File: src/rtl/plab4_net_router_input_term_ctrl_tdm.sv
`default_nettype none
// Ring-router input-terminal control with TDM domain isolation: routes the head
// packet and requests the switch only inside the owning domain's time slot.
module plab4_net_router_input_term_ctrl_tdm #(
  parameter int p_router_id      = 0,
  parameter int p_num_routers    = 8,
  parameter int p_num_free_nbits = 2,
  parameter int p_min_free       = 2,
  parameter int p_num_domains    = 2,
  parameter int p_slot_len       = 8,
  parameter int p_dead_cycles    = 1,
  localparam int c_dest_nbits = $clog2(p_num_routers),
  localparam int c_dom_nbits  = (p_num_domains > 1) ? $clog2(p_num_domains) : 1,
  localparam int c_slot_nbits = (p_slot_len > 1) ? $clog2(p_slot_len) : 1
) (
  input  logic                        clk,
  input  logic                        reset,
  input  logic [c_dom_nbits-1:0]      domain_ID,
  input  logic [c_dest_nbits-1:0]     dest,
  input  logic                        in_val,
  output logic                        in_rdy,
  input  logic [p_num_free_nbits-1:0] num_free_west,
  input  logic [p_num_free_nbits-1:0] num_free_east,
  output logic [2:0]                  reqs,
  input  logic [2:0]                  grants,
  output logic [c_dom_nbits-1:0]      cur_domain,
  output logic [c_slot_nbits-1:0]     slot_cnt
);

  typedef enum logic [0:0] {
    IDLE = 1'b0,
    REQ  = 1'b1
  } state_t;

  localparam logic [2:0] c_route_prev = 3'b001;
  localparam logic [2:0] c_route_term = 3'b010;
  localparam logic [2:0] c_route_next = 3'b100;

  localparam logic [c_slot_nbits-1:0] c_slot_last = c_slot_nbits'(p_slot_len - 1);
  localparam logic [c_dom_nbits-1:0]  c_dom_last  = c_dom_nbits'(p_num_domains - 1);

  state_t                 state;
  logic [2:0]             route_q;
  logic [c_dom_nbits-1:0] domain_q;
  logic [2:0]             route_d;
  logic [31:0]            route_sum;
  logic [31:0]            route_dist;
  logic                   slot_open;
  logic                   slot_last;
  logic                   accept;
  logic                   west_ok;
  logic                   east_ok;

  // Slot/domain schedule: free-running, independent of any traffic.
  always_ff @(posedge clk or negedge reset) begin
    if (!reset) begin
      slot_cnt   <= '0;
      cur_domain <= '0;
    end else if (slot_cnt == c_slot_last) begin
      slot_cnt   <= '0;
      cur_domain <= (cur_domain == c_dom_last) ? '0 : cur_domain + 1'b1;
    end else begin
      slot_cnt <= slot_cnt + 1'b1;
    end
  end

  assign slot_open = 32'(slot_cnt) < 32'(p_slot_len - p_dead_cycles);
  assign slot_last = (slot_cnt == c_slot_last);

  // dest and router id are both below p_num_routers, so one conditional subtract
  // yields the forward ring distance.
  assign route_sum  = 32'(dest) + 32'(p_num_routers - p_router_id);
  assign route_dist = (route_sum >= 32'(p_num_routers)) ? route_sum - 32'(p_num_routers)
                                                         : route_sum;

  always_comb begin
    route_d = c_route_prev;
    if (route_dist == 32'd0) begin
      route_d = c_route_term;
    end else if (route_dist <= 32'(p_num_routers / 2)) begin
      route_d = c_route_next;
    end
  end

  assign accept  = in_val && (domain_ID == cur_domain) && slot_open;
  assign west_ok = 32'(num_free_west) >= 32'(p_min_free);
  assign east_ok = 32'(num_free_east) >= 32'(p_min_free);

  always_ff @(posedge clk or negedge reset) begin
    if (!reset) begin
      state    <= IDLE;
      route_q  <= '0;
      domain_q <= '0;
    end else begin
      case (state)
        IDLE: begin
          if (accept) begin
            state    <= REQ;
            route_q  <= route_d;
            domain_q <= domain_ID;
          end
        end
        REQ: begin
          // An unserved request is withdrawn at slot end; the packet retries later.
          if (in_rdy || slot_last) begin
            state <= IDLE;
          end
        end
        default: state <= IDLE;
      endcase
    end
  end

  always_comb begin
    reqs = 3'b000;
    if ((state == REQ) && (domain_q == cur_domain)) begin
      case (route_q)
        c_route_term: reqs = c_route_term;
        c_route_next: reqs = west_ok ? c_route_next : 3'b000;
        c_route_prev: reqs = east_ok ? c_route_prev : 3'b000;
        default:      reqs = 3'b000;
      endcase
    end
  end

  assign in_rdy = |(reqs & grants);

endmodule
`default_nettype wire

File: config.mk
export PLATFORM = sky130hd
export DESIGN_NAME = plab4_net_router_input_term_ctrl_tdm
export DESIGN_NICKNAME = d
export VERILOG_FILES = /design/src/rtl/plab4_net_router_input_term_ctrl_tdm.sv
export SDC_FILE = /design/constraint.sdc
export NUM_CORES = 1
export LEC_CHECK = 0
export CAP_MARGIN = 20
export CORE_MARGIN = 2
export CORE_UTILIZATION = 35
export CTS_CLUSTER_SIZE = 12
export DETAILED_ROUTE_END_ITERATION = 6
export GPL_TIMING_DRIVEN = 0
export PLACE_DENSITY = 0.69
export SLEW_MARGIN = 20
export SYNTH_ARGS = -nofsm -noshare
export SYNTH_HDL_FRONTEND = slang
export SYNTH_SLANG_ARGS = --single-unit
File: constraint.sdc
create_clock -name clk -period 2.5 [get_ports clk]
set_clock_uncertainty 0.1 [all_clocks]
set_input_delay 0.5 -clock clk [delete_from_list [all_inputs] [get_ports clk]]
set_output_delay 0.5 -clock clk [all_outputs]
set_load 0.01 [all_outputs]
==> results of run 1 <==
-- worst paths after layout --
kind | end | slack (ps) | cells after the start
max | reqs[1] | 190 | 4
min | slot_cnt[0] | 380 | 1
max reg2reg | route_q[2] | 1090 | 3
min reg2reg | slot_cnt[0] | 380 | 1
max in group asynchronous | slot_cnt[1] | 1600 | 1
min in group asynchronous | domain_q | 430 | 1
-- layout make-up --
class | count | share of cell area
Timing Repair Buffer | 20 | 0.2756
Clock buffer | 4 | 0.03529
Tap cell | 15 | 0.02521
Sequential cell | 9 | 0.3025
Multi-Input combinational cell | 32 | 0.3513
Inverter | 2 | 0.01008
-- cell usage in the layout, fill, tap and decap left out --
master,count
nand4b_2,1
xnor2_1,1
nor2_1,1
buf_4,1
inv_1,2
o21ai_0,1
nor3b_1,1
nand2b_1,1
dlymetal6s2s_1,3
and3_1,1
ha_1,4
and4b_1,2
clkbuf_1,1
xnor2_2,1
nand3_1,4
clkdlybuf4s50_1,16
nor2b_1,2
nor4_1,2
xor2_1,1
clkbuf_4,3
or2_2,1
nand4_1,1
dfrtp_1,9
nand2_1,3
mux2_2,4
-- cell families (layout without fill, tap and decap cells) --
| logic type | count (synthesis) | after routing | synth area share |
|---|---|---|---|
| AO/OA/AOI/OAI | 1 | 1 | 0.01027 |
| buffers and inverters | 2 | 26 | 0.01543 |
| multiplexers | 4 | 4 | 0.09254 |
| XOR/XNOR | 3 | 3 | 0.05399 |
| flip-flops | 9 | 9 | 0.4627 |
| adder cells (fa/ha/maj) | 4 | 4 | 0.1028 |
| AND/OR/NAND/NOR | 20 | 20 | 0.2622 |
-- per-layer routing --
metal / share of wire / track usage / up-vias
met5: 0 / 0 / -
met4: 0.023 / 0.1210 / 0
met3: 0.040 / 0.03191 / 4
met2: 0.46 / 0.1797 / 9
met1: 0.47 / 0.1695 / 190
li1: - / - / 207
-- critical path: stages, from the launching register on --
cell	delay (ps)
dfrtp_1	450
xnor2_2	200
buf_4	140
and3_1	140
clkdlybuf4s50_1	530
-- timing repair --
item / 4_1_cts / 5_1_grt
hold endpoints to repair: 0 / 0
gates resized for setup: 1 / 3
setup buffers: 1 / 0
setup endpoints to repair: 3 / 3
pin swaps: 1 / 0
-- state kept, by name, summed over array words and instances (netlist names) --
register and flops:
route_q 3, slot_cnt 3, cur_domain 1, domain_q 1, state 1
-- where the power goes --
group          internal, mW  switching [mW]  leakage (nW)
sequential            0.162          0.0210         0.114
clock                0.0614          0.0487        0.0150
combinational        0.0488          0.0245         0.265
==> qor.yml, run 1 <==
run_status:
  status: "finished, final reports clean"
logic_synthesis:
  yosys.area.top_type_share: 0.4627
  synth.most_common_cell: "dfrtp_1"
  syn_inst: 43
  synth_common_cells: "dfrtp_1 (9), ha_1 (4), mux2_2 (4), nand3_1 (4), nand2_1 (3)"
  async_reset_ff_frac: 1.000
  synth_ff_type: "dfrtp_1"
  synth.distinct_cells: 19
  synth_seq_cells: 9
  syn-mean-instance-area_sq_um: 11.32
  syn_area_sq_um: 486.7
  seq_area_frac_synth: 0.4627
  syn-num-nets: 61
  synth_area_leader_cell: "dfrtp_1"
  synth_area_leaders: "dfrtp_1 (46%), ha_1 (10%), mux2_2 (9.3%), and4b_1 (4.1%), nand3_1 (4.1%)"
  synth_warnings: 0
  synth-edff-count: 0
cts:
  hold_buffers: 0
  htree_levels: 1
  clk_pin_slew_ps: 60
  cts_sinks: 9
  cts_root_buf: "clkbuf_4"
  cts_tree: "built"
  clk-insertion-delay-late_ps: 250
  clock_tree.buffer_depth: 2
  cts_made_buffers: 3
detailed_routing:
  totalWireLength_um: 928
  via_per_inst: 5.000
  vias: 410
  wl_per_cell_um: 11.32
  drc: 0
  first_pass_iters: 3
  first_iter_violations: 8
  drtAntennaViolNets: 0
floorplanning:
  initial_core_util: 0.3740
  dieArea_sq_mm: 0.001705
  num_rows: 13
  dieHeight_um: 41.29
  io_pins: 22
  die_w_um: 41.29
  core_area_sq_mm: 0.001301
power_and_ir_drop:
  power_density_mw_per_mm2: 491.9
  p_leak_nw: 0.3937
  vdd_drop_max_uv: 309.9
  finalPower_mw: 0.3662
layout:
  syn2layout_area_growth_pct: 52.96
  drive_gt1_frac: 0.1642
  multiInputGateArea_sq_um: 261.5
  num-fill-cells: 119
  regArea_sq_um: 225.2
  final_cells: 82
  stdcell_area_sq_um: 744.5
  postLayoutCoreUtil: 0.5721
  layout.nets: 86
  insertedDiodeCount: 0
timing:
  finalCriticalPeriod_ps: 2311
  tightest_slew_ps: 380.5
  finalSetupTns_ps: 0
  whs_ps: 376.1
  post-route-period-util: 0.9243
  fmax_mhz: 432.8
  setup_viol: 0
  hold_viol_final: 0
  slew_headroom: 0.7456
  slew_violations: 0
  rsz0062_at_grt: "false"
  setup_ws_ps: 189.2
placement:
  dpl_cell_area_sq_um: 695.7
  portBuffers: 19
  gp_congestion: 0.7384
  pre_cts_ws_ps: -3.503
  place_hpwl_um: 746.2
  dp.cells: 77
global_routing:
  grt_pass1_vias: 351
  grt.total_usage: 0.1319
  grt_max_degree: 10
  grt-ovfl-total: 0
  grt_pass1_wl_mm: 1.359
  antenna_found_initial: 0
worst_setup_path:
  required_ps: 1900
  cp-end-kind: "output port"
  r2r-start: "cur_domain"
  cp_data_arrival_time_ps: 1710
  path_class: "flop to output port"
  start_kind: "flop"
  startpoint: "cur_domain"
  path_max_fanout: 4
worst_hold_path:
  min_from: "slot_cnt[0]"
  hold_path.class: "flop to flop"
job:
  drv_cap: 0
Power figures use the tool's default switching activity.
==> run 2: changes to the inputs <==
--- a/config.mk
+++ b/config.mk
@@ -11,7 +11,7 @@
 export CTS_CLUSTER_SIZE = 12
 export DETAILED_ROUTE_END_ITERATION = 6
 export GPL_TIMING_DRIVEN = 0
-export PLACE_DENSITY = 0.69
+export PLACE_DENSITY = 0.72
 export SLEW_MARGIN = 20
 export SYNTH_ARGS = -nofsm -noshare
 export SYNTH_HDL_FRONTEND = slang
==> constraint.sdc (replaced) <==
create_clock -name clk -period 1.9 [get_ports clk]
set_clock_uncertainty 0.1 [all_clocks]
set_input_delay 0.38 -clock clk [delete_from_list [all_inputs] [get_ports clk]]
set_output_delay 0.38 -clock clk [all_outputs]
set_load 0.01 [all_outputs]
==> run 2 against run 1 <==
The run now ends with negative setup slack left. Via count increased by 3.4%. Setup slack got worse by 200 ps. Final cell count increased by 2.4%. Sequential share of layout area fell by 0.92 points. Die area did not move. Highest routed layer is now met3. Critical path depth increased by 1. Largest cell class unchanged. Sequential cell count stayed put. Clock power increased by 30%. Routed wire length up 2.5%. Global-route usage up 2.0 points.
==> qor.yml, run 2 (synthesis gave the netlist of run 1 again) <==
layout:
  insertedDiodeCount: 0  # unchanged
  num-fill-cells: 115  # was 119
  postLayoutCoreUtil: 0.5933  # was 0.5721
  layout.nets: 88  # was 86
  reg.largest.list: "route_q: 3 flops, slot_cnt: 3 flops"  # unchanged
  syn2layout_area_growth_pct: 58.61  # was 52.96%
  final_cell_mix: "clkdlybuf4s50_1 (15), dfrtp_1 (8), mux2_2 (4), ha_1 (4)"  # was clkdlybuf4s50_1 (16), dfrtp_1 (9), nand3_1 (4), mux2_2 (4), ha_1 (4)
  final_common_cell: "clkdlybuf4s50_1"  # unchanged
  drive_gt1_frac: 0.3333  # was 0.1642
worst_setup_path:
  critPathSlowestCell: "dfrtp_1"  # was clkdlybuf4s50_1
  regToRegSetupSlack_ps: 400  # was 1090 ps
  required_ps: 1420  # was 1900 ps
  r2r_end: "route_q[1]"  # was route_q[2]
  cp-end-kind: "output port"  # unchanged
  reg2regPathDepth: 4  # was 3
  start_kind: "flop"  # unchanged
  critPathMaxStageDelay_ps: 400  # was 530 ps
  r2r-start: "cur_domain"  # unchanged
  cp_data_arrival_time_ps: 1430  # was 1710 ps
  crit_chain: "xnor2_2 > buf_4 > nand2_4 > nor4_4 > buf_2"  # was xnor2_2 > buf_4 > and3_1 > clkdlybuf4s50_1
  path_max_fanout: 2  # was 4
  path_class: "flop to output port"  # unchanged
cts:
  cts_root_buf: "clkbuf_4"  # unchanged
  clk_pin_slew_ps: 60  # about the same
  clk-insertion-delay-late_ps: 250  # about the same
  cts_made_buffers: 3  # unchanged
  hold_buffers: 0  # unchanged
  clock_tree.buffer_depth: 2  # unchanged
  cts_tree: "built"  # unchanged
  htree_levels: 1  # unchanged
  cts_sinks: 9  # unchanged
global_routing:
  grt_most_used_layer: "met2"  # unchanged
  grt-ovfl-total: 0  # unchanged
  use_met2: 0.2539  # was 0.1797
  grt_pass1_wl_mm: 1.614  # was 1.359 mm
  antenna_found_initial: 0  # unchanged
  grt.total_usage: 0.1523  # was 0.1319
  met1_usage: 0.1661  # was 0.1695
  met3_usage: 0.07979  # was 0.03191
  grt_pass1_vias: 398  # was 351
  grt_max_degree: 10  # unchanged
timing:
  setup_ws_ps: -12.51  # was 189.2 ps
  rsz0062_at_grt: "true"  # was false
  slew_headroom: 0.7331  # was 0.7456
  post-route-period-util: 1.007
  tightest_slew_ps: 399.1  # was 380.5 ps
  hold_viol_final: 0  # unchanged
  fmax_mhz: 522.9
  setup_viol: 1  # was 0
  whs_ps: 316.7  # was 376.1 ps
  finalCriticalPeriod_ps: 1913
  slew_violations: 0  # unchanged
detailed_routing:
  vias: 424  # was 410
  wl_per_cell_um: 11.32  # about the same
  first_iter_violations: 9  # was 8
  first_pass_iters: 2  # was 3
  drtAntennaViolNets: 0  # unchanged
  via_per_inst: 5.048  # was 5.000
  drc: 0  # unchanged
  totalWireLength_um: 951  # was 928 um
placement:
  portBuffers: 19  # unchanged
  gp_congestion: 0.6701  # was 0.7384
  pre_cts_ws_ps: -378.5  # was -3.503 ps
floorplanning:
  initial_core_util: 0.3740  # unchanged
  num_rows: 13  # unchanged
  dieHeight_um: 41.29  # unchanged
  core_area_sq_mm: 0.001301  # unchanged
  io_pins: 22  # unchanged
  dieArea_sq_mm: 0.001705  # unchanged
  die_w_um: 41.29  # unchanged
worst_hold_path:
  hold_path.class: "input port to async pin"  # was flop to flop
job:
  drv_cap: 0  # unchanged
run_status:
  failed_checks: "negative setup slack"
  status: "finished, violations left"  # was finished, final reports clean
power_and_ir_drop:
  finalPower_mw: 0.5051  # was 0.3662 mW
  power_density_mw_per_mm2: 654.3  # was 491.9 mW/mm^2
  vdd_drop_max_uv: 536.3  # was 309.9 uV
  p_leak_nw: 0.3710  # was 0.3937 nW
[run 2: changes by cell type in the layout (fill, tap and decap cells not counted), sizes merged]
cell | previous run | this run
dlymetal6s2s | 3 | 0
clkbuf | 4 | 5
buf | 1 | 6
clkdlybuf4s50 | 16 | 15
[run 2: how the worst max path moves through the flow]
| stage | slack [ps] | start | to |
|---|---|---|---|
| after floorplan | 170 | cur_domain | reqs[0] |
| after global placement | -360 | num_free_west[1] | in_rdy |
| after detailed placement | -380 | num_free_west[1] | in_rdy |
| after CTS | 0.6 | cur_domain | reqs[1] |
| after global routing | -120 | domain_q | reqs[2] |
| final | -10 | domain_q | reqs[2] |
[run 2: worst max-delay path, delay by kind of cell, from the launching register on]
family / cells / cell delay, ps
flip-flops: 1 / 400
AND/OR/NAND/NOR: 2 / 280
buffers and inverters: 2 / 310
XOR/XNOR: 1 / 180
[run 2: timing repair]
action,CTS,global route
endpoints found under the setup margin,4,4
resized for setup,19,7
gates cloned,0,0
setup buffers,3,0
pin swaps,3,2
[run 2: power breakdown]
| group | switching, mW | total [mW] | internal, mW |
|---|---|---|---|
| Clock | 0.0625 | 0.143 | 0.0807 |
| Sequential | 0.0350 | 0.248 | 0.213 |
| Combinational | 0.0415 | 0.114 | 0.0727 |
[run 2: cell type report]
type                       count  area, sq um  share of cell area
clock buffer                   4        26.28             0.03404
inverter                       2        7.507            0.009724
tap                           15        18.77             0.02431
sequential                     9        226.5              0.2934
timing repair buffer          22        192.7              0.2496
multi-input combinational     32        300.3              0.3890
[run 2: layer usage]
metal  vias up  wire length (um)
met2        10               496
li1        206                 -
met3         0                57
met4         0                 0
met1       208               397
met5         -                 0
[run 2: per-stage QoR]
stage               std cells  instance area [sq um]  TNS [ps]
global placement           77                  695.7     -1033
global route               84                  772.0    -175.4
detailed placement         77                  695.7     -1083
CTS                        84                  748.2         0
floorplan                  43                  486.7         0
finish                     84                  772.0    -12.51
==> run 3: changes to the inputs <==
--- a/config.mk
+++ b/config.mk
@@ -6,11 +6,9 @@
 export NUM_CORES = 1
 export LEC_CHECK = 0
 export CAP_MARGIN = 20
-export CORE_MARGIN = 2
 export CORE_UTILIZATION = 35
 export CTS_CLUSTER_SIZE = 12
 export DETAILED_ROUTE_END_ITERATION = 6
-export GPL_TIMING_DRIVEN = 0
 export PLACE_DENSITY = 0.72
 export SLEW_MARGIN = 20
 export SYNTH_ARGS = -nofsm -noshare
==> run 3 against run 2 <==
The run now ends clean. Setup slack improved by 57 ps. Sequential power shrank 2%. Final area is 2.3% higher. Clock power barely moved. Global-route usage increased by 2.0 points. Utilization rose by 1.3 points. First-iteration DRC count shrank 78%. Clock-buffer cell count did not move. Hold slack got worse by 4.4 ps. Critical endpoint is now reqs[0]. Largest cell class unchanged. Highest routed layer unchanged.
==> qor.yml, run 3 (synthesis gave the netlist of run 1 again) <==
run_status:
  status: "finished, final reports clean"  # was finished, violations left
worst_setup_path:
  regToRegSetupSlack_ps: 430  # was 400 ps
  r2r-start: "cur_domain"  # unchanged
  reg2regPathDepth: 4  # unchanged
  r2r_end: "route_q[0]"  # was route_q[1]
  crit_family: "flip-flops"  # unchanged
  start_kind: "flop"  # unchanged
  cp-end-kind: "output port"  # unchanged
  path_class: "flop to output port"  # unchanged
  cp_data_arrival_time_ps: 1380  # was 1430 ps
  required_ps: 1420  # about the same
  critPathSlowestCell: "dfrtp_1"  # unchanged
  path_buf_inv: 2  # unchanged
  path_max_fanout: 5  # was 2
  crit_chain: "xnor2_1 > buf_4 > nand2_4 > nor4_4 > buf_2"  # was xnor2_2 > buf_4 > nand2_4 > nor4_4 > buf_2
  critPathMaxStageDelay_ps: 380  # was 400 ps
worst_hold_path:
  hold_path.class: "input port to async pin"  # unchanged
power_and_ir_drop:
  p_int_mw: 0.3657  # was 0.3661 mW
  vdd_drop_max_uv: 648.2  # was 536.3 uV
  seq_power_share: 0.481  # was 0.491
  power_density_mw_per_mm2: 636.5  # was 654.3 mW/mm^2
  clockPowerShare: 0.284  # was 0.283
  pwr-share-comb: 0.235  # was 0.226
  power_switching_mw: 0.1368  # was 0.1390 mW
  p_leak_nw: 0.3799  # was 0.3710 nW
  finalPower_mw: 0.5025  # was 0.5051 mW
  sw_frac_of_total: 0.2721  # was 0.2752
placement:
  dpl_cell_area_sq_um: 733.2  # was 695.7 sq um
  place_hpwl_um: 816.8
  portBuffers: 19  # unchanged
  dp.cells: 82  # was 77
  gp_congestion: 0.6742  # was 0.6701
  pre_cts_ws_ps: -360.6  # was -378.5 ps
timing:
  setup_viol: 0  # was 1
  setup_ws_ps: 44.83  # was -12.51 ps
  slew_headroom: 0.7326  # was 0.7331
  post-route-period-util: 0.9764  # was 1.007
  hold_viol_final: 0  # unchanged
  finalCriticalPeriod_ps: 1855  # was 1913 ps
  slew_violations: 0  # unchanged
  fmax_mhz: 539.0  # was 522.9 MHz
  tightest_slew_ps: 399.8  # was 399.1 ps
  whs_ps: 312.3  # was 316.7 ps
  rsz0062_at_grt: "true"  # unchanged
global_routing:
  grt.total_usage: 0.1721  # was 0.1523
  antenna_found_initial: 0  # unchanged
  grt-ovfl-total: 0  # unchanged
  grt_pass1_vias: 428  # was 398
  grt_pass1_wl_mm: 1.759  # was 1.614 mm
  grt_max_degree: 10  # unchanged
cts:
  cts_root_buf: "clkbuf_4"  # unchanged
  cts_made_buffers: 3  # unchanged
  clock_tree.buffer_depth: 2  # unchanged
  cts_tree: "built"  # unchanged
  cts_sinks: 9  # unchanged
  htree_levels: 1  # unchanged
  clk-insertion-delay-late_ps: 260  # was 250 ps
  clk_pin_slew_ps: 60  # about the same
  post-cts-setup-buffers: 0  # was 3
floorplanning:
  io_pins: 22  # unchanged
  die_w_um: 39.29  # was 41.29 um
  dieHeight_um: 39.29  # was 41.29 um
  num_rows: 13  # unchanged
  initial_core_util: 0.3740  # unchanged
  core_area_sq_mm: 0.001301  # unchanged
  dieArea_sq_mm: 0.001544  # was 0.001705 sq mm
job:
  drv_cap: 0  # unchanged
layout:
  reg.largest.list: "route_q: 3 flops, slot_cnt: 3 flops"  # unchanged
  syn2layout_area_growth_pct: 62.21  # was 58.61%
  layout.nets: 90  # was 88
  drive_gt1_frac: 0.3099  # was 0.3333
  final_cell_mix: "clkdlybuf4s50_1 (15), dfrtp_1 (9), buf_4 (5)"  # was clkdlybuf4s50_1 (15), dfrtp_1 (8), mux2_2 (4), ha_1 (4)
  multiInputGateArea_sq_um: 292.8  # was 300.3 sq um
  regArea_sq_um: 225.2  # was 226.5 sq um
  num-fill-cells: 113  # was 115
  final_common_cell: "clkdlybuf4s50_1"  # unchanged
  insertedDiodeCount: 0  # unchanged
  final_cells: 86  # was 84
  stdcell_area_sq_um: 789.5  # was 772.0 sq um
detailed_routing:
  vias: 421  # was 424
  first_iter_violations: 2  # was 9
  wl_per_cell_um: 10.99  # was 11.32 um
  via_per_inst: 4.895  # was 5.048
  first_pass_iters: 2  # unchanged
  totalWireLength_um: 945  # was 951 um
  drtAntennaViolNets: 0  # unchanged
  drc: 0  # unchanged
==> run 3: how the worst max path moves through the flow <==
| stage | start | cells past startpoint | slack (ps) | end |
|---|---|---|---|---|
| 6_report | domain_q | 5 | 40 | reqs[0] |
| 5_1_grt | domain_q | 5 | -60 | reqs[0] |
| 4_1_cts | domain_q | 5 | -40 | reqs[0] |
| 3_5_place_dp | num_free_east[1] | 5 | -360 | in_rdy |
| 3_3_place_gp | num_free_east[1] | 5 | -340 | in_rdy |
| 2_1_floorplan | cur_domain | 3 | 170 | reqs[0] |
==> run 3: what timing repair did <==
item	CTS	global route
hold endpoints to repair	0	0
pin swaps	0	2
endpoints found under the setup margin	4	4
hold buffers	0	0
resized for setup	16	7
==> run 3: layout make-up <==
type | count | share of cell area
inverter | 2 | 0.009509
multi-input combinational | 32 | 0.3708
sequential | 9 | 0.2853
timing repair buffer | 24 | 0.2773
clock buffer | 4 | 0.03328
tap | 15 | 0.02377
==> run 3: metrics by stage <==
stage | TNS (ps) | utilization
after floorplan | 0 | -
after detailed placement | -886.7 | 0.5635
after CTS | -42.47 | 0.5798
final | 0 | 0.6067
after global placement | -824.9 | 0.5635
after global routing | -75.06 | 0.6067
==> run 3: metal layers <==
layer	GRT usage	vias up	wire, um	part of all wire
met3	0.06818	0	50	0.053
met1	0.2161	196	442	0.47
li1	-	212	-	-
met2	0.2833	13	451	0.48
met4	0.02586	0	0	0
met5	0	-	0	0
==> run 3: worst register-to-register path: stages (launching register included) <==
cell and delay (ps):
dfrtp_1 390, buf_4 150, xnor2_1 180, nand4b_2 210, mux2_2 320
==> run 3: power groups by stage <==
stage / clock network, mW / registers (mW) / logic [mW]
after floorplan: 0 / 0.234 / 0.0492
after global placement: 0 / 0.238 / 0.105
after detailed placement: 0 / 0.240 / 0.108
after CTS: 0.149 / 0.239 / 0.109
after global routing: 0.160 / 0.246 / 0.130
final: 0.143 / 0.242 / 0.118
